`src/rtl/demux_pkg.sv`:
```
// demux_pkg: shared types and constants for the registered 1-to-3 demultiplexer.
//   DEFAULT_WORD_LENGTH : default data width of the input and all destinations.
//   dest_e              : resolved destination of the incoming word.
//   slot_state_e        : per-destination holding slot state (EMPTY/FULL).
//   DROP_COUNT_MAX      : saturation value of the optional drop counter.
//   resolve_dest()      : one-hot select to dest_e, priority first > second > third.
package demux_pkg;

    localparam int DEFAULT_WORD_LENGTH = 32;
    localparam logic [7:0] DROP_COUNT_MAX = 8'hFF;

    typedef enum logic [1:0] {
        DEST_NONE,
        DEST_FIRST,
        DEST_SECOND,
        DEST_THIRD
    } dest_e;

    typedef enum logic {
        SLOT_EMPTY,
        SLOT_FULL
    } slot_state_e;

    function automatic dest_e resolve_dest(input logic sel_first,
                                           input logic sel_second,
                                           input logic sel_third);
        if (sel_first) begin
            return DEST_FIRST;
        end else if (sel_second) begin
            return DEST_SECOND;
        end else if (sel_third) begin
            return DEST_THIRD;
        end
        return DEST_NONE;
    endfunction

endpackage

```
`src/rtl/demux_1_to_3_reg_out_slot.sv`:
```
// out_slot: one-entry holding register for a single demux destination.
// Ports:
//   clk, rst_n    : clock, asynchronous active-low reset.
//   load          : accept of an incoming word to this destination (this cycle).
//   load_data     : word to capture on load.
//   ready         : downstream consumer takes the held word this cycle.
//   can_load      : slot can take a word this cycle (EMPTY, or FULL and draining).
//   data          : held word; keeps its last value after it has been drained.
//   valid         : slot holds an undelivered word.
//   state         : slot state, exposed for observation.
module out_slot
    import demux_pkg::*;
#(
    parameter int WORD_LENGTH = DEFAULT_WORD_LENGTH
) (
    input  logic                   clk,
    input  logic                   rst_n,
    input  logic                   load,
    input  logic [WORD_LENGTH-1:0] load_data,
    input  logic                   ready,
    output logic                   can_load,
    output logic [WORD_LENGTH-1:0] data,
    output logic                   valid,
    output slot_state_e            state
);

    slot_state_e            state_q, state_d;
    logic [WORD_LENGTH-1:0] data_q, data_d;

    // A FULL slot whose consumer takes the word this cycle frees up at the same
    // edge, so it can be refilled without a bubble.
    assign can_load = (state_q == SLOT_EMPTY) || ready;

    always_comb begin
        state_d = state_q;
        data_d  = data_q;
        if (load) begin
            state_d = SLOT_FULL;
            data_d  = load_data;
        end else if ((state_q == SLOT_FULL) && ready) begin
            state_d = SLOT_EMPTY;
        end
    end

    always_ff @(posedge clk or negedge rst_n) begin
        if (!rst_n) begin
            state_q <= SLOT_EMPTY;
            data_q  <= '0;
        end else begin
            state_q <= state_d;
            data_q  <= data_d;
        end
    end

    assign data  = data_q;
    assign valid = (state_q == SLOT_FULL);
    assign state = state_q;

endmodule

```
`src/rtl/demux_1_to_3_reg.sv`:
```
// demux_1_to_3_reg: registered 1-to-3 demultiplexer. One word per cycle is
// routed to one of three single-entry destination slots picked by one-hot
// selects (priority first > second > third).
// Ports:
//   clk, rst_n                      : clock, asynchronous active-low reset.
//   in_data, in_valid, in_ready     : input word handshake.
//   sel_first/second/third          : destination selects.
//   first/second/third              : destination data (registered).
//   first/second/third_valid        : destination holds an undelivered word.
//   first/second/third_ready        : destination consumer takes the word.
//   drop_count                      : saturating dropped-word count, only
//                                     when DEMUX_DROP_COUNT_EN is defined.
// Handshake: a transfer happens on a rising edge where valid and ready are both
// high; valid, once raised, holds with stable data until that transfer. Words
// with no select are always accepted (in_ready=1) and discarded.
module demux_1_to_3_reg
    import demux_pkg::*;
#(
    parameter int WORD_LENGTH = DEFAULT_WORD_LENGTH
) (
    input  logic                   clk,
    input  logic                   rst_n,
    input  logic [WORD_LENGTH-1:0] in_data,
    input  logic                   in_valid,
    output logic                   in_ready,
    input  logic                   sel_first,
    input  logic                   sel_second,
    input  logic                   sel_third,
    output logic [WORD_LENGTH-1:0] first,
    output logic                   first_valid,
    input  logic                   first_ready,
    output logic [WORD_LENGTH-1:0] second,
    output logic                   second_valid,
    input  logic                   second_ready,
`ifdef DEMUX_DROP_COUNT_EN
    output logic [7:0]             drop_count,
`endif
    output logic [WORD_LENGTH-1:0] third,
    output logic                   third_valid,
    input  logic                   third_ready
);

    dest_e       dest;
    logic        accept;
    logic        first_can_load, second_can_load, third_can_load;
    slot_state_e first_state, second_state, third_state;

    assign dest = resolve_dest(sel_first, sel_second, sel_third);

    always_comb begin
        in_ready = 1'b1;
        case (dest)
            DEST_FIRST:  in_ready = first_can_load;
            DEST_SECOND: in_ready = second_can_load;
            DEST_THIRD:  in_ready = third_can_load;
            default:     in_ready = 1'b1;
        endcase
    end

    assign accept = in_valid && in_ready;

    out_slot #(.WORD_LENGTH(WORD_LENGTH)) u_first_slot (
        .clk       (clk),
        .rst_n     (rst_n),
        .load      (accept && (dest == DEST_FIRST)),
        .load_data (in_data),
        .ready     (first_ready),
        .can_load  (first_can_load),
        .data      (first),
        .valid     (first_valid),
        .state     (first_state)
    );

    out_slot #(.WORD_LENGTH(WORD_LENGTH)) u_second_slot (
        .clk       (clk),
        .rst_n     (rst_n),
        .load      (accept && (dest == DEST_SECOND)),
        .load_data (in_data),
        .ready     (second_ready),
        .can_load  (second_can_load),
        .data      (second),
        .valid     (second_valid),
        .state     (second_state)
    );

    out_slot #(.WORD_LENGTH(WORD_LENGTH)) u_third_slot (
        .clk       (clk),
        .rst_n     (rst_n),
        .load      (accept && (dest == DEST_THIRD)),
        .load_data (in_data),
        .ready     (third_ready),
        .can_load  (third_can_load),
        .data      (third),
        .valid     (third_valid),
        .state     (third_state)
    );

`ifdef DEMUX_DROP_COUNT_EN
    logic [7:0] drop_count_q, drop_count_d;

    always_comb begin
        drop_count_d = drop_count_q;
        if (in_valid && (dest == DEST_NONE) && (drop_count_q != DROP_COUNT_MAX)) begin
            drop_count_d = drop_count_q + 8'd1;
        end
    end

    always_ff @(posedge clk or negedge rst_n) begin
        if (!rst_n) begin
            drop_count_q <= '0;
        end else begin
            drop_count_q <= drop_count_d;
        end
    end

    assign drop_count = drop_count_q;
`endif

endmodule
```
`config.mk`:
```
export PLATFORM = sky130hd
export DESIGN_NAME = demux_1_to_3_reg
export DESIGN_NICKNAME = d
export VERILOG_FILES = /design/src/rtl/demux_pkg.sv /design/src/rtl/demux_1_to_3_reg_out_slot.sv /design/src/rtl/demux_1_to_3_reg.sv
export SDC_FILE = /design/constraint.sdc
export NUM_CORES = 1
export LEC_CHECK = 0
export ABC_AREA = 1
export BUFFER_PORTS_ARGS = -buffer_cell sky130_fd_sc_hd__clkbuf_2
export CAP_MARGIN = 20
export CORE_AREA = 3 3 100 102
export DETAILED_ROUTE_END_ITERATION = 6
export DIE_AREA = 0 0 103 105
export PLACE_DENSITY_LB_ADDON = 0.3
export SLEW_MARGIN = 25
export SYNTH_ARGS = -nofsm -noshare
export SYNTH_HDL_FRONTEND = slang
export SYNTH_SLANG_ARGS = --single-unit
```
`constraint.sdc`:
```
create_clock -name clk -period 1.6 [get_ports clk]
set_clock_uncertainty 0.2 [all_clocks]
set_input_delay 0.08 -clock clk [delete_from_list [all_inputs] [get_ports clk]]
set_output_delay 0.08 -clock clk [all_outputs]
set_load 0.02 [all_outputs]
```
Yosys cells after proc, flatten, opt, wreduce, memory -nomap -nowiden
Cells that the tools add are included.
{"block": "word_totals", "register_bits": 99, "in_bits": 41, "output_inout_bits": 100}
{"block": "classes", "eq_ne": 3, "muxes": 14, "n_bitwise": 3, "reduce_logical": 13}
{"op": "1-bit two-way mux", "count": 9}
{"op": "2-bit two-way mux", "count": 4}
{"op": "1-bit logical AND", "count": 7}
{"op": "2-bit nonzero test", "count": 3}
{"op": "2-bit == test (second input constant)", "count": 2}
{"op": "1-bit logical OR", "count": 3}
{"op": "1-bit inverter", "count": 3}
{"op": "1-bit one-hot mux with 3 select lines", "count": 1}
{"op": "2-bit by 1-bit == test with 1-bit output (second input constant)", "count": 1}

Logic depth before layout (Yosys ltp)
{"block": "logic_depth", "word_depth": 9, "depth_mapped": 9, "ltp_nobuf": 7}

By module
Synthesis repeated with hierarchy kept, for this count alone.
{"block": "unflattened", "cells_unflattened": 438, "area_unflattened_um2": 4072.7}
{"mod": "out_slot", "instances": 3, "cells_each": 141, "area_each_um2": 1333.8, "seq_area_each_um2": 825.8}
{"mod": "demux_1_to_3_reg", "instances": 1, "cells_each": 15, "area_each_um2": 71.3, "seq_area_each_um2": 0.0}

Least setup slack after synthesis
Ideal clock, no wire load.
{"block": "synth_path", "path_type": "reg2reg", "from": "register u_second_slot.state_q (netlist: u_second_slot.state)", "to": "register u_first_slot.data_q[25] (netlist: u_first_slot.data[25])", "setup_time_ns": 0.117, "arrival_time_ns": 1.281, "path_slack_ns": 0.002, "stages_incl_launch_ff": 8, "path_cell_list": "dfrtp_1 inv_1 o21ai_1 nand3_2 buf_6 buf_4 nand4_1 nand2_1"}
{"block": "synth_via", "elab_chain_cells": 5}
{"item": "start, declared", "line_no": "demux_1_to_3_reg_out_slot.sv:27", "text": "slot_state_e state_q, state_d;"}
{"item": "start signal, assigned", "line_no": "demux_1_to_3_reg_out_slot.sv:50", "text": "state_q <= state_d;"}
{"item": "1-bit inverter", "line_no": "demux_1_to_3_reg_out_slot.sv:32", "text": "assign can_load = (state_q == SLOT_EMPTY) || ready;"}
{"item": "1-bit logical OR", "line_no": "demux_1_to_3_reg_out_slot.sv:32"}
{"item": "1-bit one-hot mux with 3 select lines", "line_no": "demux_1_to_3_reg.sv:52", "text": "case (dest)"}
{"item": "1-bit logical AND", "line_no": "demux_1_to_3_reg.sv:60", "text": "assign accept = in_valid && in_ready;"}
{"item": "1-bit logical AND", "line_no": "demux_1_to_3_reg.sv:65", "text": ".load (accept && (dest == DEST_FIRST)),"}
{"item": "end signal, assigned", "line_no": "demux_1_to_3_reg_out_slot.sv:51", "text": "data_q <= data_d;"}
{"item": "end, declared", "line_no": "demux_1_to_3_reg_out_slot.sv:28", "text": "logic [WORD_LENGTH-1:0] data_q, data_d;"}
Every way passes these cells.
A chain may end at the register's enable or synchronous reset.

Final worst setup path
{"block": "layout_path", "from": "register u_second_slot.state_q (netlist: u_second_slot.state)", "to": "output port in_ready"}
{"block": "layout_via", "elab_chain_cells": 3}
{"item": "1-bit inverter", "line_no": "demux_1_to_3_reg_out_slot.sv:32"}
{"item": "1-bit logical OR", "line_no": "demux_1_to_3_reg_out_slot.sv:32"}
{"item": "1-bit one-hot mux with 3 select lines", "line_no": "demux_1_to_3_reg.sv:52"}
{"item": "end, declared", "line_no": "demux_1_to_3_reg.sv:25", "text": "output logic in_ready,"}
Every way passes these cells.

==> flow_summary.html <==
<table>
<tr><th>Metric</th><th>Value</th></tr>
<tr><th colspan="2">Yosys</th></tr>
<tr><td>Synth Instances</td><td>449</td></tr>
<tr><td>Yosys Warn Count</td><td>0</td></tr>
<tr><td>Mapped Nets</td><td>slightly below 500</td></tr>
<tr><td>Area share of and/or/nand/nor cells after synthesis</td><td>34.2%</td></tr>
<tr><td>Combinational family with the most area after synthesis</td><td>simple AND/OR/NAND/NOR gates</td></tr>
<tr><td>Post-synthesis share of cell area spent on xor and xnor gates</td><td>0%</td></tr>
<tr><td>Multiplexer share of the synthesized area</td><td>0%</td></tr>
<tr><td>Count of distinct cell types in the synthesized netlist</td><td>18</td></tr>
<tr><td>Compound-Gate Fraction of Synth Area</td><td>0.486%</td></tr>
<tr><td>Cell area after synthesis</td><td>roughly 0.004 mm2</td></tr>
<tr><td>Mean cell area of the mapped netlist</td><td>about 9.2 um2</td></tr>
<tr><td>Seq cells post-synth</td><td>just under 100</td></tr>
<tr><td>Share of synthesized cell area in full adder, half adder and majority cells</td><td>0%</td></tr>
<tr><td>Part of the Yosys area used for sequential elements</td><td>60.1%</td></tr>
<tr><th colspan="2">Cells and area</th></tr>
<tr><td>Commonest cells after routing, fill and taps aside</td><td>136 x sky130_fd_sc_hd__clkbuf_2, 120 x sky130_fd_sc_hd__nand2_1, 99 x sky130_fd_sc_hd__dfrtp_1</td></tr>
<tr><td>NumNets Final</td><td>between 600 and 700</td></tr>
<tr><td>Fill cell count</td><td>around 750</td></tr>
<tr><td>Area of all placed cells without fillers</td><td>0.00619 mm2</td></tr>
<tr><td>Final core utilization</td><td>67.3%</td></tr>
<tr><td>Proportion of layout cells with a drive suffix above 1</td><td>between 40% and 50%</td></tr>
<tr><td>N_diodes</td><td>0</td></tr>
<tr><td>Area taken by multi-input logic gates</td><td>approximately 0.0017 mm2</td></tr>
<tr><td>Most frequent standard cell in the layout excluding fill and tap cells</td><td>sky130_fd_sc_hd__clkbuf_2</td></tr>
<tr><td>Register area</td><td>0.00248 mm2</td></tr>
<tr><td>Area growth, synth to finish</td><td>50.2%</td></tr>
<tr><th colspan="2">GRT</th></tr>
<tr><td>Global routing usage summed across all routing layers</td><td>between 20 and 25%</td></tr>
<tr><td>Maximum number of pins on one net before global-route repair</td><td>100</td></tr>
<tr><td>First-pass GRT wire length</td><td>19100 um</td></tr>
<tr><td>Final global-route overflow total</td><td>0</td></tr>
<tr><td>Number of global-route vias before repair</td><td>3794</td></tr>
<tr><td>Initial antenna violation count</td><td>0</td></tr>
<tr><th colspan="2">Clock tree</th></tr>
<tr><td>Clock tree root buffer cell</td><td>sky130_fd_sc_hd__clkbuf_8</td></tr>
<tr><td>Number of clock sinks seen by CTS</td><td>just under 100</td></tr>
<tr><td>Clock-pin slew on the worst setup and hold paths</td><td>about 0.09 ns</td></tr>
<tr><td>Clk_lat worst skew</td><td>around 0.36 ns</td></tr>
<tr><td>CTS Buffer Depth</td><td>2</td></tr>
<tr><td>TritonCTS clock tree</td><td>done</td></tr>
<tr><td>Level count of the clock H-tree</td><td>3</td></tr>
<tr><td>CTS Buf Count</td><td>9</td></tr>
<tr><th colspan="2">Setup path</th></tr>
<tr><td>Highest cell delay on the worst timing path</td><td>between 0.3 and 0.4 ns</td></tr>
<tr><td>Buffers and inverters on the worst path</td><td>3</td></tr>
<tr><td>Critical-path cell list</td><td>inv_2 &gt; o21ai_2 &gt; nand3_4 &gt; buf_12 &gt; buf_8</td></tr>
<tr><td>Crit end category</td><td>output pin</td></tr>
<tr><td>WP data required</td><td>1.32 ns</td></tr>
<tr><td>Peak fanout along the critical path</td><td>3</td></tr>
<tr><td>Start-to-end type of the worst setup path</td><td>flip-flop to output pin</td></tr>
<tr><td>WP data arrival</td><td>1.33 ns</td></tr>
<tr><td>Kind of cell adding the most delay to the critical path</td><td>flip-flops</td></tr>
<tr><td>Nature of the critical path startpoint</td><td>flip-flop</td></tr>
<tr><td>Slowest cell on crit path</td><td>sky130_fd_sc_hd__dfrtp_1</td></tr>
<tr><th colspan="2">Status</th></tr>
<tr><td>Result of the run</td><td>complete, but fails checks</td></tr>
<tr><td>Failing checks</td><td>setup timing</td></tr>
<tr><th colspan="2">Timing</th></tr>
<tr><td>Unrepaired setup endpoints after global routing</td><td>yes</td></tr>
<tr><td>Final Hold Viols</td><td>0</td></tr>
<tr><td>Final period utilization</td><td>100%</td></tr>
<tr><td>Worst-Margin Slew</td><td>~0.53 ns</td></tr>
<tr><td>Final number of setup-violating endpoints</td><td>6</td></tr>
<tr><td>Setup total negative slack</td><td>-0.0264 ns</td></tr>
<tr><td>Slew headroom</td><td>about two thirds</td></tr>
<tr><td>Max Transition Viols Final</td><td>0</td></tr>
<tr><td>Achievable clock frequency</td><td>622 MHz</td></tr>
<tr><td>Post-layout min period</td><td>1.61 ns</td></tr>
<tr><td>Final worst setup slack</td><td>-0.00797 ns</td></tr>
<tr><th colspan="2">Power</th></tr>
<tr><td>Cell leakage power</td><td>around 3.3 nW</td></tr>
<tr><td>Worst IR Drop VDD</td><td>roughly 600 uV</td></tr>
<tr><td>Power Dens Cells</td><td>between 1000 and 1500 mW/mm2</td></tr>
<tr><th colspan="2">Placed design</th></tr>
<tr><td>Total placed instance area</td><td>a little over 0.005 mm2</td></tr>
<tr><td>Total of buffers placed on input and output ports</td><td>140</td></tr>
<tr><td>Estimated wirelength of the detail-placed design</td><td>slightly below 8000 um</td></tr>
<tr><td>Weighted congestion at the end of routability-driven global placement</td><td>roughly 0.77</td></tr>
<tr><th colspan="2">Floorplan</th></tr>
<tr><td>Die height</td><td>about 110 um</td></tr>
<tr><td>Horizontal extent of the die</td><td>around 100 um</td></tr>
<tr><td>Total I/O pin count</td><td>between 100 and 150</td></tr>
<tr><td>Total die area</td><td>0.0108 mm2</td></tr>
<tr><td>Core Rows</td><td>35</td></tr>
<tr><td>Initial Utilization</td><td>between 40 and 50%</td></tr>
<tr><td>Core region area</td><td>0.00920 mm2</td></tr>
<tr><th colspan="2">Job</th></tr>
<tr><td>Max-cap violation count</td><td>0</td></tr>
<tr><th colspan="2">Routing</th></tr>
<tr><td>Detailed-route DRC error count</td><td>0</td></tr>
<tr><td>TritonRoute pass-1 iters</td><td>5</td></tr>
<tr><td>Antenna-violating nets left</td><td>0</td></tr>
<tr><td>Via total after detailed routing</td><td>4105</td></tr>
<tr><td>Via density</td><td>~5.5</td></tr>
<tr><td>Initial detailed-routing violation count</td><td>between 200 and 300</td></tr>
<tr><td>Total wire length after detailed routing</td><td>roughly 13000 um</td></tr>
<tr><td>Wirelength per Cell</td><td>17.5 um</td></tr>
<tr><th colspan="2">Worst hold path</th></tr>
<tr><td>Tightest Hold Check Type</td><td>input pin to flip-flop</td></tr>
</table>
## per-stage QoR
stage / total power [W] / instances / hold slack, ns / setup slack, ns
floorplan: 0.00453 / 449 / -0.416 / 0.00195
global placement: 0.00539 / 684 / -0.0162 / 0.116
detailed placement: 0.00544 / 684 / -0.0179 / 0.0915
CTS: 0.00699 / 740 / 0.0151 / -0.00390
global route: 0.00765 / 752 / 0.0925 / -0.0815
finish: 0.00727 / 752 / 0.0960 / -0.00797
## area by class of cell
cell class | instances | area share (%)
sequential | 99 | 40.0
multi-input combinational | 304 | 27.8
timing repair buffer | 217 | 26.9
tap | 111 | 2.24
clock buffer | 10 | 2.06
clock inverter | 5 | 0.647
inverter | 6 | 0.364
## sequential cells by signal, summed over array words and instances, names as in the netlist
register and count:
u_first_slot.data 32, u_second_slot.data 32, u_third_slot.data 32, u_first_slot.state 1, u_second_slot.state 1, u_third_slot.state 1
## cells in the mapped netlist
cell type | number | area [um2]
sky130_fd_sc_hd__buf_1 | 6 | 22.5
sky130_fd_sc_hd__buf_2 | 18 | 90.1
sky130_fd_sc_hd__buf_4 | 3 | 22.5
sky130_fd_sc_hd__buf_6 | 1 | 11.3
sky130_fd_sc_hd__clkbuf_1 | 12 | 45.0
sky130_fd_sc_hd__dfrtp_1 | 99 | 2480
sky130_fd_sc_hd__inv_1 | 5 | 18.8
sky130_fd_sc_hd__inv_2 | 1 | 3.75
sky130_fd_sc_hd__nand2_1 | 195 | 732
sky130_fd_sc_hd__nand3_1 | 1 | 5.00
sky130_fd_sc_hd__nand3_2 | 4 | 40.0
sky130_fd_sc_hd__nand3b_1 | 1 | 7.51
sky130_fd_sc_hd__nand4_1 | 96 | 601
sky130_fd_sc_hd__nor2_1 | 1 | 3.75
sky130_fd_sc_hd__nor2_4 | 1 | 11.3
sky130_fd_sc_hd__nor3_2 | 1 | 10.0
sky130_fd_sc_hd__o21ai_0 | 3 | 15.0
sky130_fd_sc_hd__o21ai_1 | 1 | 5.00
## worst paths after layout
path	from	end	slack (ns)	depth (start not counted)
hold reg to reg	u_third_slot.data[3]	u_third_slot.data[3]	0.28	2
setup reg to reg	u_third_slot.state	u_first_slot.data[22]	-0.008	8
setup / recovery	u_second_slot.state	in_ready	-0.008	5
max in group asynchronous	rst_n	u_first_slot.data[31]	0.68	3
hold / removal	sel_first	u_first_slot.data[30]	0.1	4
min in group asynchronous	rst_n	u_first_slot.data[10]	0.11	3
## routing by layer
| metal | routed length, um | share of wire [%] | vias to the layer above | track usage [%] |
|---|---|---|---|---|
| met4 | 200 | 1.5 | 0 | 5.46 |
| met1 | 5460 | 42 | 1971 | 31.3 |
| met5 | 0 | 0 | - | 0 |
| li1 | - | - | 1910 | - |
| met3 | 1140 | 8.7 | 21 | 5.41 |
| met2 | 6330 | 48 | 203 | 34.8 |
## logic make-up after synthesis
kind of cell / Yosys count
buf+inv: 46
flops: 99
simple gates: 300
compound gates: 4
## tightest hold or removal path, stage by stage
cell	delay, ns
sky130_fd_sc_hd__clkbuf_2	0.20
sky130_fd_sc_hd__buf_4	0.22
sky130_fd_sc_hd__nand4_1	0.08
sky130_fd_sc_hd__nand2_1	0.04
## where the power goes
group | switching (W) | total, W | internal [W]
clock | 0.000860 | 0.00143 | 0.000566
sequential | 0.000396 | 0.00341 | 0.00301
combinational | 0.00152 | 0.00244 | 0.000920
## timing repair
item | CTS | global route
buffers inserted | 3 | 3
setup endpoints to repair | 1 | 95
cloned | 2 | 10
pin swaps | 2 | 20
hold buffers | 36 | 0
resized for setup | 5 | 110
endpoints found under the hold margin | 198 | 0
Note: power is estimated with default switching activity, not from simulation.
